### src/rtl/ag32gbd_pkg.sv
// ag32gbd shared definitions: control FSM encoding and
// default buffer-ring sizing.
package ag32gbd_pkg;

  typedef enum logic [1:0] {
    ST_IDLE,
    ST_WRITE,
    ST_RD_ADDR,
    ST_RD_DATA
  } state_t;

  localparam int DEF_NUM_BUFS  = 2;
  localparam int DEF_BUF_BYTES = 256;
  localparam int DEF_DATA_W    = 8;

endpackage

### src/rtl/ag32gbd_spram.sv
// Single-port RAM with registered read data; the read
// returns the old contents when the same address is written.
module ag32gbd_spram
  import ag32gbd_pkg::*;
#(
  parameter int DEPTH  = DEF_NUM_BUFS * DEF_BUF_BYTES,
  parameter int DATA_W = DEF_DATA_W,
  localparam int AW    = $clog2(DEPTH)
) (
  input  logic              sys_clock,
  input  logic              we,
  input  logic [AW-1:0]     addr,
  input  logic [DATA_W-1:0] wdata,
  output logic [DATA_W-1:0] rdata
);

  logic [DATA_W-1:0] mem [DEPTH];

  always_ff @(posedge sys_clock) begin
    if (we) mem[addr] <= wdata;
    rdata <= mem[addr];
  end

endmodule

### src/rtl/ag32gbd_buf_ring.sv
// Ring of tile buffers in one shared RAM: a producer fills and
// commits buffers, a consumer reads and releases them in order.
module ag32gbd_buf_ring
  import ag32gbd_pkg::*;
#(
  parameter int NUM_BUFS  = DEF_NUM_BUFS,
  parameter int BUF_BYTES = DEF_BUF_BYTES,
  parameter int DATA_W    = DEF_DATA_W,
  localparam int OFS_W    = $clog2(BUF_BYTES),
  localparam int IDX_W    = $clog2(NUM_BUFS),
  localparam int FC_W     = IDX_W + 1,
  localparam int AW       = $clog2(NUM_BUFS * BUF_BYTES)
) (
  input  logic              sys_clock,
  input  logic              resetn,
  input  logic              wr_req,
  input  logic [OFS_W-1:0]  wr_offset,
  input  logic [DATA_W-1:0] wr_data,
  output logic              wr_done,
  input  logic              wr_commit,
  output logic              wr_full,
  input  logic              rd_req,
  input  logic [OFS_W-1:0]  rd_offset,
  output logic [DATA_W-1:0] rd_data,
  output logic              rd_valid,
  input  logic              rd_release,
  output logic              rd_avail,
  output logic [FC_W-1:0]   fill_count,
  output logic              overflow,
  input  logic              ovf_clear
);

  state_t state, state_nx;

  logic              prio, prio_nx;
  logic              wr_pend, rd_pend, rd_ready;
  logic [OFS_W-1:0]  wr_ofs_q, rd_ofs_q;
  logic [DATA_W-1:0] wr_dat_q, ram_q;
  logic [IDX_W-1:0]  wr_idx, rd_idx, wr_buf, rd_buf;
  logic [AW-1:0]     ram_addr;
  logic              ram_we, commit_ok, release_ok;

  assign wr_full    = (fill_count == FC_W'(NUM_BUFS - 1));
  assign rd_avail   = (fill_count != '0);
  assign commit_ok  = wr_commit & ~wr_full;
  assign release_ok = rd_release & rd_avail;
  assign rd_ready   = rd_pend & rd_avail;

  assign ram_we   = (state == ST_WRITE);
  assign ram_addr = ram_we ? {wr_buf, wr_ofs_q}
                           : {rd_buf, rd_ofs_q};

  ag32gbd_spram #(
    .DEPTH  (NUM_BUFS * BUF_BYTES),
    .DATA_W (DATA_W)
  ) u_ram (
    .sys_clock (sys_clock),
    .we        (ram_we),
    .addr      (ram_addr),
    .wdata     (wr_dat_q),
    .rdata     (ram_q)
  );

  // prio=0 favours the write when both are pending
  always_comb begin
    state_nx = state;
    prio_nx  = prio;
    unique case (state)
      ST_IDLE: begin
        if (wr_pend && rd_ready) begin
          prio_nx  = ~prio;
          state_nx = prio ? ST_RD_ADDR : ST_WRITE;
        end else if (wr_pend) begin
          state_nx = ST_WRITE;
        end else if (rd_ready) begin
          state_nx = ST_RD_ADDR;
        end
      end
      ST_WRITE:   state_nx = ST_IDLE;
      ST_RD_ADDR: state_nx = ST_RD_DATA;
      ST_RD_DATA: state_nx = ST_IDLE;
      default:    state_nx = ST_IDLE;
    endcase
  end

  always_ff @(posedge sys_clock or negedge resetn) begin
    if (!resetn) begin
      state    <= ST_IDLE;
      prio     <= 1'b0;
      wr_done  <= 1'b0;
      rd_valid <= 1'b0;
      rd_data  <= '0;
      wr_pend  <= 1'b0;
      rd_pend  <= 1'b0;
      wr_ofs_q <= '0;
      wr_dat_q <= '0;
      rd_ofs_q <= '0;
      wr_buf   <= '0;
      rd_buf   <= '0;
    end else begin
      state    <= state_nx;
      prio     <= prio_nx;
      wr_done  <= (state == ST_WRITE);
      rd_valid <= (state == ST_RD_DATA);
      if (state == ST_RD_DATA) rd_data <= ram_q;

      if (state == ST_WRITE) begin
        wr_pend <= 1'b0;
      end else if (wr_req && !wr_pend) begin
        wr_pend  <= 1'b1;
        wr_ofs_q <= wr_offset;
        wr_dat_q <= wr_data;
        wr_buf   <= wr_idx;
      end

      // a read left pending after its buffer was released is dropped
      if (state == ST_RD_DATA ||
          (state == ST_IDLE && rd_pend && !rd_avail)) begin
        rd_pend <= 1'b0;
      end else if (rd_req && !rd_pend && rd_avail) begin
        rd_pend  <= 1'b1;
        rd_ofs_q <= rd_offset;
        rd_buf   <= rd_idx;
      end
    end
  end

  always_ff @(posedge sys_clock or negedge resetn) begin
    if (!resetn) begin
      wr_idx     <= '0;
      rd_idx     <= '0;
      fill_count <= '0;
      overflow   <= 1'b0;
    end else begin
      if (commit_ok)  wr_idx <= wr_idx + 1'b1;
      if (release_ok) rd_idx <= rd_idx + 1'b1;
      if (commit_ok && !release_ok)
        fill_count <= fill_count + 1'b1;
      else if (release_ok && !commit_ok)
        fill_count <= fill_count - 1'b1;
      if (wr_commit && wr_full) overflow <= 1'b1;
      else if (ovf_clear)       overflow <= 1'b0;
    end
  end

endmodule

### config.mk
export PLATFORM = sky130hd
export DESIGN_NAME = ag32gbd_buf_ring
export DESIGN_NICKNAME = d
export VERILOG_FILES = /design/src/rtl/ag32gbd_pkg.sv /design/src/rtl/ag32gbd_spram.sv /design/src/rtl/ag32gbd_buf_ring.sv
export SDC_FILE = /design/constraint.sdc
export NUM_CORES = 2
export LEC_CHECK = 0
export BUFFER_PORTS_ARGS = -buffer_cell sky130_fd_sc_hd__clkbuf_2
export CAP_MARGIN = 10
export CORE_ASPECT_RATIO = 1.1
export CORE_MARGIN = 2
export CORE_UTILIZATION = 50
export DETAILED_ROUTE_END_ITERATION = 8
export HOLD_SLACK_MARGIN = 0.03
export PLACE_DENSITY_LB_ADDON = 0.2
export REMOVE_ABC_BUFFERS = 1
export SLEW_MARGIN = 20
export SYNTH_ARGS = -nofsm -noshare
export SYNTH_HDL_FRONTEND = slang
export SYNTH_SLANG_ARGS = --single-unit
### constraint.sdc
create_clock -name sys_clock -period 8.2 [get_ports sys_clock]
set_clock_uncertainty 0.2 [all_clocks]
set_input_delay 0.41 -clock sys_clock [delete_from_list [all_inputs] [get_ports sys_clock]]
set_output_delay 0.41 -clock sys_clock [all_outputs]
set_load 0.02 [all_outputs]
==> impl_metrics.csv <==
group,metric,value,unit
run_status,outcome,"finished clean",
synthesis,yosysTopAreaCellShare,80.0,%
setup_path,cp_max_fo,34,
min_path,hp-class,"input port to flip-flop",
routing,top_layer,"met5",
clock_tree,clk_path_buf_depth,4,
synthesis,synth-seq-cells,4150,
routing,first_pass_iters,6,
synthesis,postSynthAreaPerCell,17.2,sq um
synthesis,synth_cells,8951,
routing,wl_per_cell,31.2,um
synthesis,yosys_most_used_dff,"edfxtp_1",
placement,io_buffers,45,
placement,pre_cts_ws,2.24,ns
clock_tree,postCtsSetupBuffers,0,
pwr,vdd_drop_max,0.499,mV
setup_path,startpoint,"state[1]",
die,die_area,0.312,sq mm
global_route,grt_max_degree,216,
synthesis,ys_types,44,
sta,tightest_slew,1.35,ns
die,dieHeight,586,um
synthesis,yosysTopAreaCell,"edfxtp_1",
global_route,grt-ovfl-total,0,
layout,syn2layout_area_growth,11.7,%
setup_path,required,8.75,ns
routing,vias,87521,
layout,multi_input_area,0.0268,sq mm
die,die_w,533,um
layout,regArea,0.124,sq mm
clock_tree,insertion_delay,0.94,ns
routing,wl_met1,165000,um
routing,routed-wl-met2,200000,um
min_path,holdPathEnd,"wr_dat_q[1]",
min_path,min_path_cells,3,
synthesis,synth_area,0.154,sq mm
synthesis,synth_edf_count,4096,
setup_path,cp.buffers_inverters,4,
global_route,grt_use_total,26.1,%
pwr,p_leak,0.0513,uW
sta,slew_headroom,8.77,%
die,ios,46,
setup_path,slowest_stage,"o41ai_1",
clock_tree,holdBufCountCts,56,
clock_tree,cts_max_level,5,
layout,drive_gt1_share,9.48,%
clock_tree,cts_tree,"yes",
sta,layout_setup_ws,2.02,ns
synthesis,synth_area_leaders,"edfxtp_1, a22oi_1, a21oi_1",
setup_path,critPathTopFamily,"compound AO/OA/AOI/OAI gates",
die,rows,213,
sta,rsz0062_at_grt,"no",
routing,drc,0,
clock_tree,clock-sinks,4150,
sta,fmax,162,MHz
die,start_util,50.3,%
clock_tree,cts_buffers,404,
global_route,grt_pass1_wl,601000,um
setup_path,worstSetupEndpointType,"flip-flop",
routing,vias_per_cell,6.55,
synthesis,synth.top_cells.by_count,"edfxtp_1, a22oi_1, a21oi_1, nor2_1, clkbuf_1",
setup_path,regToRegSetupSlack,2.02,ns
routing,routed_wl,417000,um
setup_path,cp_data_arrival_time,6.72,ns
sta,finalHoldViolCount,0,
routing,drtIter0Drc,11596,
layout,nNetsFinal,8991,
setup_path,worstPathCellList,"nand2b_2 -> inv_2 -> nor2_1 -> a21oi_4 -> buf_12 -> buf_4 -> buf_4 -> a21oi_1 -> o41ai_1 -> nand4_1 -> a22oi_1 -> nand4_1",
sta,fin_crit,6.18,ns
setup_path,r2r_end,"u_ram.rdata[6]",
clock_tree,cts_resized,0,
routing,detail-route-antenna-nets,0,
clock_tree,cts_root_buf,"clkbuf_16",
setup_path,r2r_cells,12,
global_route,grt_pass1_vias,85131,
pwr,power_density,399,mW/mm^2
placement,place_congestion,0.833,
synthesis,yosys_warnings,0,
sta,slew_violations,0,
die,core-area,0.306,sq mm
synthesis,ys_seq_area_share,80.8,%
flow_run,drv_cap,0,
synthesis,async_flop_share,1.11,%
setup_path,start_kind,"flip-flop",
setup_path,crit_path_max_incr_delay,0.97,ns
sta,setup_tns,0,ns
setup_path,r2r-start,"state[1]",
clock_tree,path_clk_slew,0.06,ns
global_route,antenna_found_initial,7,
placement,post-dp-hpwl,234000,um
sta,timing.final.crit_share,75.3,%
setup_path,critical_path_class,"flip-flop to flip-flop",
synthesis,yosysMostFrequentCell,"edfxtp_1",
layout,fillers,23306,
sta,setup_violations,0,
routing,routed-wl-met3,35800,um
min_path,hold_path.startpoint,"wr_data[1]",
[per-stage QoR]
step	hold slack (ns)	area, sq um	total power [uW]	utilization [%]	std cells
floorplan	-0.0856	151000	38700	-	8262
global placement	0.256	158000	50200	51.8	12576
detailed placement	0.258	158000	50500	51.8	12576
CTS	0.0341	172000	68400	56.1	13357
global route	0.0785	172000	70700	56.2	13362
finish	0.107	172000	68500	56.2	13366
[logic make-up (layout without fill, tap and decap cells)]
kind of cell             after synthesis  after routing  share of synthesized area, %
flip-flops                          4150           4150                          80.8
AO/OA/AOI/OAI                       3374           3374                          15.0
buffers and inverters                695           1020                          1.98
AND/OR/NAND/NOR                      686            686                          1.86
multiplexers                          38             38                         0.275
XOR/XNOR                               5              5                        0.0285
adder cells (fa/ha/maj)                3              3                        0.0244
other                                  0              5                             0
[power breakdown]
| group | switching (uW) | internal (uW) |
|---|---|---|
| Sequential | 575 | 26800 |
| Combinational | 17500 | 5640 |
| Clock | 7810 | 10200 |
| Total | 25900 | 42700 |
[worst max path at each step]
stage / slack (ns) / cells after the start / end
after floorplan: -75.97 / 5 / u_ram.mem[340][0]
after global placement: 2.32 / 12 / u_ram.rdata[6]
after detailed placement: 2.24 / 12 / u_ram.rdata[6]
after CTS: 2.24 / 12 / u_ram.rdata[6]
after global routing: 1.99 / 12 / u_ram.rdata[6]
final: 2.02 / 12 / u_ram.rdata[6]
[state kept, by name (all words and copies together), names as in the netlist, 2 cells and up]
register     count
wr_dat_q         8
fill_count       2
rd_data          8
u_ram.rdata      8
wr_ofs_q         8
state            2
u_ram.mem     4096
rd_ofs_q         8
[cells in the final DEF (no fill, tap or decap), types with 3 or more instances in the layout]
master / synthesis / layout
buf_4: 8 / 136
nand2b_1: 4 / 4
bufinv_16: 0 / 33
inv_16: 0 / 5
nand2_4: 0 / 19
inv_6: 0 / 7
clkinv_2: 0 / 75
dfrtp_4: 0 / 8
buf_12: 0 / 48
mux2_2: 34 / 34
inv_1: 5 / 5
xnor2_1: 3 / 3
dfxtp_1: 8 / 8
dlygate4sd3_1: 0 / 56
clkbuf_16: 0 / 411
diode_2: 0 / 5
clkbuf_1: 337 / 74
mux2i_1: 4 / 3
clkinv_8: 0 / 3
nor3b_2: 1 / 3
edfxtp_1: 4096 / 4096
clkinv_1: 0 / 93
o41ai_1: 256 / 249
clkinv_4: 0 / 4
buf_16: 0 / 4
clkinvlp_4: 0 / 18
dfrtp_1: 46 / 38
a22oi_1: 2080 / 2080
o41ai_2: 0 / 7
nand2_1: 63 / 44
nand3b_1: 4 / 4
nand3_1: 3 / 3
ha_1: 3 / 3
nor2_1: 524 / 523
clkbuf_2: 0 / 45
nand4_1: 72 / 72
a21oi_1: 1027 / 1027
[area by class of cell]
| class | count | share of cell area, % |
|---|---|---|
| sequential | 4150 | 72.4 |
| multi-input combinational | 4106 | 15.6 |
| clock buffer | 485 | 6.15 |
| tap | 4085 | 2.97 |
| timing repair buffer | 289 | 1.67 |
| clock inverter | 240 | 1.24 |
| inverter | 6 | 0.0131 |
| antenna | 5 | 0.00728 |
[layer usage]
metal | track usage [%] | up-vias
met4 | 9.41 | 4
met2 | 41.8 | 4501
met3 | 4.33 | 759
met5 | 0 | -
met1 | 36.3 | 45201
li1 | - | 37056
[worst reg2reg max path: cells and delay by family (launching register included)]
family / cells / cell delay, ns
buffers and inverters: 4 / 1.39
AO/OA/AOI/OAI: 4 / 2.50
flip-flops: 1 / 0.44
AND/OR/NAND/NOR: 4 / 1.48
Note: power is estimated with default switching activity, not from simulation.
